File: src/rtl/udma_tx_pkg.sv
// Shared types and helpers for the uDMA TX stream channel.
// Covers the channel states, the consumer beat-size encoding and the read-data lane alignment.
package udma_tx_pkg;

  typedef enum logic {
    ST_IDLE = 1'b0,
    ST_RUN  = 1'b1
  } state_t;

  typedef enum logic [1:0] {
    DS_BYTE     = 2'd0,
    DS_HALF     = 2'd1,
    DS_WORD     = 2'd2,
    DS_WORD_ALT = 2'd3
  } datasize_t;

  function automatic logic [2:0] step_decode(input logic [1:0] ds);
    case (datasize_t'(ds))
      DS_BYTE: return 3'd1;
      DS_HALF: return 3'd2;
      default: return 3'd4;
    endcase
  endfunction

  // Bytes beyond the end of the word shift in as zero, so a misaligned beat keeps only the bytes the word holds.
  function automatic logic [31:0] lane_extract(input logic [31:0] rdata,
                                               input logic [1:0]  lane,
                                               input logic [2:0]  step);
    logic [31:0] shifted;
    shifted = rdata >> {lane, 3'b000};
    case (step)
      3'd1:    return {24'b0, shifted[7:0]};
      3'd2:    return {16'b0, shifted[15:0]};
      default: return shifted;
    endcase
  endfunction

endpackage

File: src/rtl/udma_tx_fifo.sv
// Synchronous FIFO that buffers aligned read beats for the TX stream.
// A flush empties it in one cycle; a push is accepted while full only when there is a pop in the same cycle.
module udma_tx_fifo #(
  parameter int DEPTH = 4,
  parameter int WIDTH = 33
) (
  input  logic                   clk_i,
  input  logic                   rst_i,
  input  logic                   flush_i,
  input  logic                   push_i,
  input  logic [WIDTH-1:0]       push_data_i,
  input  logic                   pop_i,
  output logic [WIDTH-1:0]       pop_data_o,
  output logic                   empty_o,
  output logic [$clog2(DEPTH):0] count_o
);
  localparam int PW = $clog2(DEPTH);
  localparam int CW = PW + 1;

  logic [WIDTH-1:0] mem [DEPTH];
  logic [PW-1:0]    wr_ptr, rd_ptr;
  logic [CW-1:0]    count;
  logic             full, do_push, do_pop;

  assign full    = (count == CW'(DEPTH));
  assign empty_o = (count == '0);
  assign do_pop  = pop_i & ~empty_o;
  assign do_push = push_i & (~full | do_pop);

  always_ff @(posedge clk_i) begin
    if (rst_i || flush_i) begin
      wr_ptr <= '0;
      rd_ptr <= '0;
      count  <= '0;
    end else begin
      if (do_push) wr_ptr <= wr_ptr + PW'(1);
      if (do_pop)  rd_ptr <= rd_ptr + PW'(1);
      case ({do_push, do_pop})
        2'b10:   count <= count + CW'(1);
        2'b01:   count <= count - CW'(1);
        default: count <= count;
      endcase
    end
  end

  always_ff @(posedge clk_i) begin
    if (do_push && !flush_i) mem[wr_ptr] <= push_data_i;
  end

  assign pop_data_o = mem[rd_ptr];
  assign count_o    = count;

endmodule

File: src/rtl/udma_tx_stream_channel.sv
// uDMA TX channel: fetches L2 data per consumer grant, aligns it, and streams it out through a small FIFO.
// Supports one queued shadow transfer, continuous reload and clear/abort.
//
// state   | meaning
// --------+------------------------------------------------------------
// ST_IDLE | no active transfer; waiting for cfg_en_i with nonzero size
// ST_RUN  | transfer active; grants issue fetches, shadow may be queued
module udma_tx_stream_channel
  import udma_tx_pkg::*;
#(
  parameter int L2_AWIDTH_NOAL = 12,
  parameter int TRANS_SIZE     = 16,
  parameter int FIFO_DEPTH     = 4
) (
  input  logic                      sys_clk_i,
  input  logic                      rst_i,
  input  logic [L2_AWIDTH_NOAL-1:0] cfg_startaddr_i,
  input  logic [TRANS_SIZE-1:0]     cfg_size_i,
  input  logic                      cfg_continuous_i,
  input  logic                      cfg_en_i,
  input  logic                      cfg_clr_i,
  output logic                      cfg_en_o,
  output logic                      cfg_pending_o,
  output logic [L2_AWIDTH_NOAL-1:0] cfg_curr_addr_o,
  output logic [TRANS_SIZE-1:0]     cfg_bytes_left_o,
  output logic                      mem_req_o,
  output logic [L2_AWIDTH_NOAL-1:0] mem_addr_o,
  input  logic [31:0]               mem_rdata_i,
  input  logic                      data_tx_req_i,
  output logic                      data_tx_gnt_o,
  input  logic [1:0]                data_tx_datasize_i,
  output logic [31:0]               data_tx_o,
  output logic                      data_tx_valid_o,
  input  logic                      data_tx_ready_i,
  output logic                      eot_o
);
  localparam int AW = L2_AWIDTH_NOAL;
  localparam int TS = TRANS_SIZE;
  localparam int CW = $clog2(FIFO_DEPTH) + 1;

  state_t        state;
  logic [AW-1:0] curr_addr, start_addr, shadow_addr;
  logic [TS-1:0] bytes_left, start_size, shadow_size;
  logic          continuous, shadow_cont, shadow_valid;
  logic          inflight, inflight_last;
  logic [1:0]    inflight_lane;
  logic [2:0]    inflight_step, step;
  logic          gnt, is_final, en_ok;
  logic [CW-1:0] fifo_count, occupancy;
  logic          fifo_empty, fifo_pop;
  logic [32:0]   fifo_head;

  assign step      = step_decode(data_tx_datasize_i);
  assign is_final  = (TS'(step) >= bytes_left);
  assign en_ok     = cfg_en_i & (cfg_size_i != '0);
  // An in-flight read already owns a FIFO slot, so it counts toward occupancy.
  assign occupancy = fifo_count + CW'(inflight);
  assign gnt       = data_tx_req_i & (state == ST_RUN) & ~cfg_clr_i &
                     (occupancy < CW'(FIFO_DEPTH));

  always_ff @(posedge sys_clk_i) begin
    if (rst_i || cfg_clr_i) begin
      state         <= ST_IDLE;
      curr_addr     <= '0;
      bytes_left    <= '0;
      start_addr    <= '0;
      start_size    <= '0;
      continuous    <= 1'b0;
      shadow_valid  <= 1'b0;
      shadow_addr   <= '0;
      shadow_size   <= '0;
      shadow_cont   <= 1'b0;
      inflight      <= 1'b0;
      inflight_last <= 1'b0;
      inflight_lane <= '0;
      inflight_step <= '0;
    end else begin
      inflight      <= gnt;
      inflight_last <= is_final;
      inflight_lane <= curr_addr[1:0];
      inflight_step <= step;
      case (state)
        ST_IDLE: begin
          if (en_ok) begin
            state      <= ST_RUN;
            curr_addr  <= cfg_startaddr_i;
            bytes_left <= cfg_size_i;
            start_addr <= cfg_startaddr_i;
            start_size <= cfg_size_i;
            continuous <= cfg_continuous_i;
          end
        end
        default: begin
          if (gnt && is_final) begin
            // A start arriving on the final grant is the newest request, so it wins over an older shadow.
            if (en_ok) begin
              curr_addr    <= cfg_startaddr_i;
              bytes_left   <= cfg_size_i;
              start_addr   <= cfg_startaddr_i;
              start_size   <= cfg_size_i;
              continuous   <= cfg_continuous_i;
              shadow_valid <= 1'b0;
            end else if (shadow_valid) begin
              curr_addr    <= shadow_addr;
              bytes_left   <= shadow_size;
              start_addr   <= shadow_addr;
              start_size   <= shadow_size;
              continuous   <= shadow_cont;
              shadow_valid <= 1'b0;
            end else if (continuous) begin
              curr_addr  <= start_addr;
              bytes_left <= start_size;
            end else begin
              state      <= ST_IDLE;
              curr_addr  <= curr_addr + AW'(step);
              bytes_left <= '0;
            end
          end else begin
            if (en_ok) begin
              shadow_valid <= 1'b1;
              shadow_addr  <= cfg_startaddr_i;
              shadow_size  <= cfg_size_i;
              shadow_cont  <= cfg_continuous_i;
            end
            if (gnt) begin
              curr_addr  <= curr_addr + AW'(step);
              bytes_left <= bytes_left - TS'(step);
            end
          end
        end
      endcase
    end
  end

  udma_tx_fifo #(
    .DEPTH (FIFO_DEPTH),
    .WIDTH (33)
  ) u_fifo (
    .clk_i       (sys_clk_i),
    .rst_i       (rst_i),
    .flush_i     (cfg_clr_i),
    .push_i      (inflight & ~cfg_clr_i),
    .push_data_i ({inflight_last, lane_extract(mem_rdata_i, inflight_lane, inflight_step)}),
    .pop_i       (fifo_pop),
    .pop_data_o  (fifo_head),
    .empty_o     (fifo_empty),
    .count_o     (fifo_count)
  );

  assign fifo_pop         = data_tx_ready_i & ~fifo_empty;
  assign data_tx_valid_o  = ~fifo_empty;
  assign data_tx_o        = fifo_empty ? 32'h0 : fifo_head[31:0];
  assign eot_o            = fifo_pop & fifo_head[32];
  assign data_tx_gnt_o    = gnt;
  assign mem_req_o        = gnt;
  assign mem_addr_o       = {curr_addr[AW-1:2], 2'b00};
  assign cfg_en_o         = (state == ST_RUN);
  assign cfg_pending_o    = shadow_valid;
  assign cfg_curr_addr_o  = curr_addr;
  assign cfg_bytes_left_o = bytes_left;

endmodule
File: config.mk
export PLATFORM = sky130hd
export DESIGN_NAME = udma_tx_stream_channel
export DESIGN_NICKNAME = d
export VERILOG_FILES = /design/src/rtl/udma_tx_pkg.sv /design/src/rtl/udma_tx_fifo.sv /design/src/rtl/udma_tx_stream_channel.sv
export SDC_FILE = /design/constraint.sdc
export NUM_CORES = 1
export LEC_CHECK = 0
export BUFFER_PORTS_ARGS = -buffer_cell sky130_fd_sc_hd__buf_2
export CELL_PAD_IN_SITES_DETAIL_PLACEMENT = 1
export CELL_PAD_IN_SITES_GLOBAL_PLACEMENT = 2
export CORE_ASPECT_RATIO = 0.9
export CORE_MARGIN = 1.5
export CORE_UTILIZATION = 38
export DETAILED_ROUTE_END_ITERATION = 16
export GPL_TIMING_DRIVEN = 1
export PLACE_DENSITY_LB_ADDON = 0.1
export SLEW_MARGIN = 10
export SYNTH_ARGS = -nofsm -noshare
export SYNTH_HDL_FRONTEND = slang
export SYNTH_HIERARCHICAL = 1
export SYNTH_SLANG_ARGS = --single-unit
File: constraint.sdc
create_clock -name sys_clk_i -period 3.78 [get_ports sys_clk_i]
set_input_delay 0.756 -clock sys_clk_i [delete_from_list [all_inputs] [get_ports sys_clk_i]]
set_output_delay 0.756 -clock sys_clk_i [all_outputs]
set_load 0.02 [all_outputs]
Yosys cells after proc, flatten, opt, wreduce, memory -nomap -nowiden
Memories as Yosys holds them, arrays and structs flattened. A register that Yosys moved wholly into a read port is not among the register bits.
Cells that the tools add are included.
Storage, ports and cells
  bits in writable memories: 132
  input port bits: 69
  memories: 1
  register bits: 102
Operators by class
  reductions and logical operators: 14
  bitwise operators: 14
  shift operators: 1
  $add $sub $neg: 7
  $lt $le $gt $ge: 2
  multiplexer cells: 43
  eq/ne operators: 9
Memories
  u_fifo.mem: depth 4, width 33, read ports 1, clocked after Yosys merged registers in 1, write ports 1, RTL line udma_tx_fifo.sv:20  | logic [WIDTH-1:0] mem [DEPTH];
Operators with widths (number)
  $mux W16: 11
  $mux W12: 11
  $pmux W32 S2: 1
  $mux W32: 1
  $shr A32 B5 Y32: 1
  $ge A3 B16 Y1: 1
  $reduce_bool A16 Y1: 1
  $sub A16 B3 Y16: 1
  $mux W1: 15
  $add A12 B3 Y12: 1
  $pmux W3 S2: 2
  $and A1 B1 Y1: 9
  $reduce_and A3 Y1: 2
  $reduce_bool A2 Y1: 3
  $add A2 B1 Y2 const B: 2
  $eq A2 B1 Y1 const B: 2
  $mux W2: 2
  $not A1 Y1: 4
  $reduce_and A2 Y1: 2
  $add A3 B1 Y3: 1
  $add A3 B1 Y3 const B: 1
  $eq A3 B1 Y1 const B: 1
  $eq A3 B2 Y1 const B: 1
  $eq A3 B3 Y1 const B: 1
  other kinds (12): 13

Depth between registers and ports, before layout
Gate-level depths: netlist (run 1).
  depth in word-level cells: 9
  depth in mapped cells: 13

By module
The synthesis (run 1) kept the hierarchy.
Modules (own cells, without submodules)
  udma_tx_stream_channel: instances 1, seq. area each 1901.8 um2, area each 6227.2 um2, cells each 824
  udma_tx_fifo: instances 1, seq. area each 4144.0 um2, area each 5313.8 um2, cells each 238

Worst setup path before layout (run 1)
No wires, ideal clock.
  path kind: input-to-reg
  start point: input data_tx_datasize_i[1]
  end point: register shadow_addr[0]
  stages: 12
  slack: 0.754 ns
  buffers on the path: 2
  required time: 3.710 ns
  arrival time: 2.956 ns
  path through: inv_1 nand2_1 inv_1 fa_1 nor2b_1 o31a_1 o31ai_4 nor2_1 clkbuf_1 clkbuf_1 nand2_1 a21oi_1
Between the ends
  word-level cells in the longest chain between the ends: 6
  elaborated cells on any way between the ends: 7
Ends and longest elaborated chain
  start, declared: RTL line udma_tx_stream_channel.sv:31  | input logic [1:0] data_tx_datasize_i,
  $eq A2 B1 Y1 or $logic_not A2 Y1 (tied branches): RTL line udma_tx_pkg.sv:18  | case (datasize_t'(ds))
  $pmux W3 S2 *: RTL line udma_tx_pkg.sv:18
  named net step[1]: RTL line udma_tx_stream_channel.sv:47  | logic [2:0] inflight_step, step;
  $ge A3 B16 Y1 *: RTL line udma_tx_stream_channel.sv:54  | assign is_final = (TS'(step) >= bytes_left);
  $logic_and A1 B1 Y1 *: RTL line udma_tx_stream_channel.sv:94  | if (gnt && is_final) begin
  $not A1 Y1 (no source line) *
  $reduce_and A3 Y1 (no source line) *
  end signal, assigned: RTL line udma_tx_stream_channel.sv:121  | shadow_addr <= cfg_startaddr_i;
  end, declared: RTL line udma_tx_stream_channel.sv:42  | logic [AW-1:0] curr_addr, start_addr, shadow_addr;
The timed path passes the listed nets; every way through them passes the cells marked *.
A chain may end at the register's enable or synchronous reset.

==> metrics, run 1 <==
logic gate share of total power 9.2%; # port buffers 144; asr flop ratio synth 0%; dpl ws 198 ps; Worst R2R End cfg_curr_addr_o[5]; Total Wirelength 33,700 um; Fillers 3,292; critical path class register to primary output; Post-synth EDFFs 132; post-synthesis average cell area 10.9 um2; vias per std cell 5.47; sequential cell area fraction in the yosys report 52.4%; io pins 147; ANT nets after route 0; share of cells above drive strength 1 22.8%; RSZ-0062 raised after global routing false; post_cts resized 0; Placer Congestion 0.780; Switching Share 24.4%; Antenna diodes 0; Num CTS Buffers 27; layout net count 1,257; DRT Pass-1 Iters 5; GRT Residual Overflow 0; GR Util All Layers 21.4%; vias in the first global route 8,968; commonest non-fill, non-tap cell in the layout buf_2; leading cell types in the layout, fill and taps excluded 144 x buf_2, 132 x edfxtp_1, 108 x nand2_1; Max rail drop VDD 292 uV; multi-input logic area 5000 um2; setup TNS 0 ps; via count 8,741; Hold Path Stages 2; Reg area 6050 um2; sequential power share 45.6%; Slew headroom 21.6%; setup slack after layout 621 ps; leading area contributor after synthesis edfxtp_1; Area Overhead vs Synth 17.4%; Tcrit/Tclk final 83.6%; post-CTS setup buffer count 0; Hold Buf Count CTS 0; DR WL/cell 21.1 um; htree depth 1; status finished, final reports clean; initial antenna violation count 1; Clk network pwr share 45.2%; largest net degree at the start of global routing 59; row count 60; r2r worst-path depth 6; synthesized cell area 11,500 um2; LEAKAGE 0.00491 uW; Synth Register Bits 236; clock insertion delay at the later pin of the skew report 530 ps; CTS tree built; crit start category register; crit path to data_tx_o[4]; root buf cell clkbuf_16; Synth cell types 69; Yosys warnings 6; Final Max Tran Viols 0; Final min period 3160 ps; Max-Cap Viols 0; Clock Path Buffers 3; Final Hold Viols 0; clk_skew 12.9 ps; internal power 4620 uW; synth top area cells edfxtp_1 34%, dfxtp_1 18%, mux4_2 6.4%; post-synth top area share 34.3%; Power Density 451 nW/um2; hold_ws 427 ps; DRC violations left 0; post-DP HPWL 22,600 um; die area 31,400 um2; Reg clk slew, reported paths 60 ps; DR iter-0 viols 559; RR Startpoint cfg_bytes_left_o[9]; CP Capture Type primary output; CP Max Fanout 20; Cells after Synth 1,062; Hold WC Path Type input port to register; measured slew at the worst slew-check pin 1170 ps; first-pass GRT wire length 52,700 um; f_max 0.317 GHz; Worst EP required 3020 ps; Psw 1490 uW; Initial Util 38.6%; crit path DAT 2400 ps; Reg2Reg Setup Slack 700 ps; ys flop type edfxtp_1; final setup violation count 0; core area 29,900 um2; Die Wd 187 um; Clock Sinks 236; die height 168 um
critical path: stages (launching register included):
cell     delay, ps
dfxtp_2        680
buf_12         280
mux4_2         540
nor2b_1        170
buf_2          190
logic make-up (layout without fill, tap and decap cells):
kind of cell,Yosys count,in the layout,share of synthesized area (%)
AO/OA/AOI/OAI,255,255,15.0
XOR/XNOR,19,19,1.44
other,1,2,0.0325
flip-flops,236,236,52.4
adder cells (fa/ha/maj),13,13,1.60
multiplexers,83,83,10.8
AND/OR/NAND/NOR,345,345,14.2
buffers and inverters,110,242,4.56
power by group through the flow:
stage / sequential [uW] / combinational, uW / clock, uW
finish: 2790 / 563 / 2760
global route: 2790 / 623 / 2910
CTS: 2790 / 566 / 2820
detailed placement: 2840 / 563 / 0
global placement: 2840 / 556 / 0
floorplan: 2850 / 336 / 0
through the flow:
step                instances  util (%)  power (uW)  area (um2)
floorplan                1063         -        3180       11500
global placement         1549      42.2        3400       12600
detailed placement       1549      42.2        3410       12600
CTS                      1598      45.3        6170       13500
global route             1598      45.3        6320       13500
finish                   1598      45.3        6110       13500
Yosys cell counts (all sizes together), types with 5 or more instances:
master and count:
nand2 109, nor2b 51, o21ai 53, a22oi 13, a32o 7, nor2 101
dfxtp 104, o211ai 17, ha 10, o22ai 9, buf 48, edfxtp 132
a222oi 7, or2 5, inv 15, a211oi 47, mux2i 50, a21oi 60
mux4 33, or4 5, o31ai 5, xor2 9, and2 14, nand3 11
nor3 18, o2111ai 5, or3 9, o21a 5, nand2b 5, clkbuf 46
xnor2 10
sequential cells by signal, summed over array words and instances, names as in the netlist, 2 cells and up, named ones only:
name,cells
u_fifo/mem,132
cfg_bytes_left_o,16
shadow_size,16
start_size,16
cfg_curr_addr_o,12
shadow_addr,12
start_addr,12
inflight_step,3
u_fifo/count_o,3
inflight_lane,2
u_fifo/rd_ptr,2
u_fifo/wr_ptr,2
routing by layer:
metal	global-route usage [%]	part of all wire (%)
met1	31.1	49
met2	34.5	46
met3	2.21	3.2
met4	5.05	2.0
met5	0	0
final cells by class:
| cell class | count | share of cell area, % |
|---|---|---|
| inverters | 16 | 0.443 |
| well taps | 403 | 3.72 |
| flip-flops and latches | 236 | 44.6 |
| clock buffers | 31 | 5.17 |
| repair buffers | 177 | 7.43 |
| multi-input cells | 717 | 36.9 |
| clock inverters | 18 | 1.71 |
how the worst min path moves through the flow:
stage | from | endpoint | slack, ps
3_3_place_gp | shadow_cont | shadow_cont | 440
4_1_cts | data_tx_datasize_i[0] | inflight_step[0] | 410
5_1_grt | data_tx_datasize_i[0] | inflight_step[0] | 420
6_report | data_tx_datasize_i[0] | inflight_step[0] | 430
3_5_place_dp | shadow_cont | shadow_cont | 460
2_1_floorplan | shadow_cont | shadow_cont | 440
Note: power is estimated with default switching activity, not from simulation.
==> inputs of run 2 (changes only) <==
--- a/config.mk
+++ b/config.mk
@@ -10,7 +10,7 @@
 export CELL_PAD_IN_SITES_GLOBAL_PLACEMENT = 2
 export CORE_ASPECT_RATIO = 0.9
 export CORE_MARGIN = 1.5
-export CORE_UTILIZATION = 38
+export CORE_UTILIZATION = 34
 export DETAILED_ROUTE_END_ITERATION = 16
 export GPL_TIMING_DRIVEN = 1
 export PLACE_DENSITY_LB_ADDON = 0.1
==> constraint.sdc (replaced) <==
create_clock -name sys_clk_i -period 2.5 [get_ports sys_clk_i]
set_input_delay 0.5 -clock sys_clk_i [delete_from_list [all_inputs] [get_ports sys_clk_i]]
set_output_delay 0.5 -clock sys_clk_i [all_outputs]
set_load 0.02 [all_outputs]
==> metrics, run 2 (synthesized netlist as in run 1, its figures left out) <==
first-pass GRT wire length 56,000 um; Reg clk slew, reported paths 60 ps; Power Density 638 nW/um2; Max rail drop VDD 547 uV; io pins 147; Largest Register u_fifo/mem; crit start category register; core area 33,200 um2; f_max 0.395 GHz; Final Max Tran Viols 0; Worst R2R End start_size[12]; r2r worst-path depth 8; Worst EP required 2000 ps; Hold Buf Count CTS 0; initial antenna violation count 0; layout net count 1,381; Min-Delay Endpoint shadow_cont; setup slack after layout -33.2 ps; Max-Cap Viols 0; clock insertion delay at the later pin of the skew report 540 ps; die area 35,100 um2; Tcrit/Tclk final 101%; Area Overhead vs Synth 32.6%; failing checks negative setup slack; vias per std cell 5.20; # port buffers 144; Die Wd 197 um; DP Area 13,700 um2; Clock Path Buffers 3; DRT Pass-1 Iters 5; leading cell types in the layout, fill and taps excluded 132 x buf_4, 132 x edfxtp_1, 130 x buf_2; final setup violation count 19; clk_skew 10.1 ps; CP Capture Type primary output; ANT nets after route 0; Reg2Reg Setup Slack 30 ps; Placer Congestion 0.785; DR iter-0 viols 498; GRT Residual Overflow 0; Final Hold Viols 0; post-DP HPWL 25,200 um; Total Wirelength 37,100 um; vias in the first global route 9,474; largest net degree at the start of global routing 68; Hold WC Path Type input port to register; row count 63; multi-input logic area 5260 um2; DR WL/cell 20.9 um; Util after Layout 46.1%; measured slew at the worst slew-check pin 937 ps; Initial Util 34.8%; die height 178 um; Hold Path Stages 3; CP Max Fanout 9; Final min period 2530 ps; Num CTS Buffers 28; CTS tree built; max FFs per register 132; Clock Sinks 236; Final Instance Area 15,300 um2; RR Startpoint cfg_bytes_left_o[4]; Fillers 3,578; via count 9,224; status finished, violations left; GR Util All Layers 20.7%; share of cells above drive strength 1 36.0%; LEAKAGE 0.00573 uW; DRC violations left 0; RSZ-0062 raised after global routing true; crit path DAT 2030 ps; Slew headroom 37.5%; hold path start cfg_continuous_i; Antenna diodes 0; htree depth 1; critical path class register to primary output; Reg area 6070 um2; root buf cell clkbuf_16
## run 2: layout make-up
class / instances / share of cell area, %
tap: 455 / 3.72
multi-input combinational: 717 / 34.3
clock buffer: 34 / 5.06
sequential: 236 / 39.7
timing repair buffer: 300 / 15.3
clock inverter: 17 / 1.49
inverter: 16 / 0.425
## run 2: worst max path at each step
stage          cells past startpoint             endpoint
2_1_floorplan                      9   cfg_curr_addr_o[5]
3_3_place_gp                       8  cfg_bytes_left_o[7]
3_5_place_dp                       8  cfg_bytes_left_o[9]
4_1_cts                            4        data_tx_o[13]
5_1_grt                            4        data_tx_o[19]
6_report                           4         data_tx_o[9]
## run 2: stage by stage
step	setup slack (ps)	TNS (ps)	instances	hold slack, ps	power (uW)
3_3_place_gp	-338	-15740	1703	446	5310
4_1_cts	-73.8	-1500	1760	196	9750
2_1_floorplan	-30.4	-544	1063	436	4830
5_1_grt	-103	-2930	1775	220	10100
6_report	-33.2	-291	1775	212	9760
3_5_place_dp	-348	-21420	1703	458	5330
## run 2: worst max-delay path, stage by stage, from the launching register on
cell and delay [ps]:
dfxtp_4 440, buf_12 180, mux4_2 530, nor2b_1 160
buf_2 160
## run 2: power by group
| group | internal, uW | switching, uW |
|---|---|---|
| clock | 2720 | 1690 |
| sequential | 4160 | 44.3 |
| combinational | 488 | 659 |
| total | 7370 | 2390 |
## run 2: routing by layer
layer	track usage, %	up-vias	wire length [um]
li1	-	4395	-
met1	31.0	4630	18700
met2	32.5	166	16800
met3	2.19	33	1040
met4	3.75	0	546
met5	0	-	0
## run 2: repair_timing
action / in CTS / in global routing
resized for setup: 25 / 72
setup endpoints to repair: 114 / 107
buffers inserted: 4 / 10
pin swaps: 2 / 41
cloned: 2 / 5
==> inputs of run 3 (changes only) <==
--- a/config.mk
+++ b/config.mk
@@ -10,9 +10,10 @@
 export CELL_PAD_IN_SITES_GLOBAL_PLACEMENT = 2
 export CORE_ASPECT_RATIO = 0.9
 export CORE_MARGIN = 1.5
-export CORE_UTILIZATION = 34
+export CORE_UTILIZATION = 38
 export DETAILED_ROUTE_END_ITERATION = 16
 export GPL_TIMING_DRIVEN = 1
+export MAX_ROUTING_LAYER = met4
 export PLACE_DENSITY_LB_ADDON = 0.1
 export SLEW_MARGIN = 10
 export SYNTH_ARGS = -nofsm -noshare
==> constraint.sdc (replaced) <==
create_clock -name sys_clk_i -period 2.8 [get_ports sys_clk_i]
set_input_delay 0.56 -clock sys_clk_i [delete_from_list [all_inputs] [get_ports sys_clk_i]]
set_output_delay 0.56 -clock sys_clk_i [all_outputs]
set_load 0.02 [all_outputs]
==> metrics, run 3 (synthesized netlist as in run 1, its figures left out) <==
leading cell types in the layout, fill and taps excluded 144 x buf_2, 132 x edfxtp_1, 108 x nand2_1; CP startpoint u_fifo/count_o[1]; measured slew at the worst slew-check pin 624 ps; Max rail drop VDD 505 uV; first-pass GRT wire length 54,400 um; io pins 147; # port buffers 144; hold_ws 223 ps; Reg area 6050 um2; ANT nets after route 0; Slew headroom 58.4%; via count 9,055; share of cells above drive strength 1 26.8%; Die Wd 187 um; Util after Layout 47.3%; clk_skew 14.3 ps; Hold WC Path Type input port to register; post-DP HPWL 23,900 um; Largest Register u_fifo/mem; RR Startpoint cfg_bytes_left_o[0]; Total Wirelength 34,700 um; status finished, final reports clean; final setup violation count 0; die height 168 um; multi-input logic area 4990 um2; CP Capture Type primary output; commonest non-fill, non-tap cell in the layout buf_2; DR WL/cell 20.9 um; CTS tree built; Area Overhead vs Synth 22.5%; Initial Util 38.6%; Placer Congestion 0.846; initial antenna violation count 0; DRC violations left 0; crit-path leading delay family simple AND/OR/NAND/NOR gates; setup slack after layout 151 ps; layout net count 1,321; hold path start data_tx_datasize_i[0]; Clock Path Buffers 3; Fillers 3,317; GR Util All Layers 22.8%; DRT Pass-1 Iters 5; DR iter-0 viols 527; critical path cell sequence or3_1, inv_1, buf_6, nor2b_1, buf_2; Reg2Reg Setup Slack 180 ps; Final Hold Viols 0; die area 31,400 um2; vias per std cell 5.45; Power Density 582 nW/um2; Final min period 2650 ps; clock insertion delay at the later pin of the skew report 540 ps; Final Max Tran Viols 0; dpl ws -150 ps; f_max 0.377 GHz; Hold Buf Count CTS 0; LEAKAGE 0.00526 uW; max FFs per register 132; GRT Residual Overflow 0; Num CTS Buffers 27; CP Max Fanout 33; RSZ-0062 raised after global routing false; core area 29,900 um2; Antenna diodes 0; largest net degree at the start of global routing 68; critical path class register to primary output; crit start category register; Max-Cap Viols 0; htree depth 1; WP buf/inv 3; Worst EP required 2240 ps; Tcrit/Tclk final 94.6%; row count 60; critical path's slowest cell or3_1; root buf cell clkbuf_16; vias in the first global route 9,260; Clock Sinks 236; Reg clk slew, reported paths 60 ps; CP peak stage delay 450 ps; crit path DAT 2090 ps
## run 3: changes by cell type in the layout (fill, tap and decap cells not counted), sizes merged
cell	before	now
bufinv	5	4
clkinv	9	10
buf	295	241
clkbuf	39	30
clkinvlp	3	5
## run 3: path summary, 6_finish.rpt
check	end	cells after the start
setup / recovery	data_tx_o[17]	5
hold / removal	inflight_step[0]	2
setup reg to reg	cfg_bytes_left_o[9]	10
hold reg to reg	shadow_addr[8]	2
## run 3: layout make-up
| cell class | count | area share [%] |
|---|---|---|
| flip-flops and latches | 236 | 42.8 |
| clock buffers | 30 | 4.86 |
| clock inverters | 19 | 1.47 |
| repair buffers | 241 | 11.5 |
| well taps | 403 | 3.57 |
| inverters | 16 | 0.425 |
| multi-input cells | 717 | 35.3 |
## run 3: worst register-to-register path, cell delays in order (launching register included)
cell and delay (ps):
dfxtp_2 370, inv_1 60, ha_1 220, fa_1 410, nor2b_1 180, o31a_1 260
buf_4 160, o31ai_2 70, buf_4 220, a222oi_1 450, nor2_1 90
## run 3: layer usage
layer | track usage (%) | up-vias | wire length, um
met5 | - | - | 0
met4 | 4.77 | 0 | 639
met3 | 2.13 | 46 | 985
met2 | 35.7 | 159 | 16200
met1 | 32.3 | 4571 | 16900
li1 | - | 4279 | -
## run 3: stage by stage
| stage | cells | total power [uW] | cell area [um2] | setup TNS [ps] |
|---|---|---|---|---|
| finish | 1662 | 8230 | 14100 | 0 |
| CTS | 1661 | 8300 | 14100 | 0 |
| global route | 1662 | 8520 | 14100 | 0 |
| floorplan | 1063 | 4300 | 11500 | 0 |
| detailed placement | 1612 | 4700 | 13200 | -2690 |
| global placement | 1612 | 4690 | 13200 | -67.1 |
## run 3: what timing repair did
| item | in CTS | in global routing |
|---|---|---|
| cloned | 0 | 0 |
| endpoints found under the setup margin | 10 | 11 |
| pin swaps | 0 | 1 |
| buffers inserted | 0 | 1 |
| resized for setup | 1 | 4 |
## run 3: report_power, final
part           internal (uW)  switching [uW]
logic                    344             530
clock network           2140            1460
registers               3720            43.0
total                   6200            2030
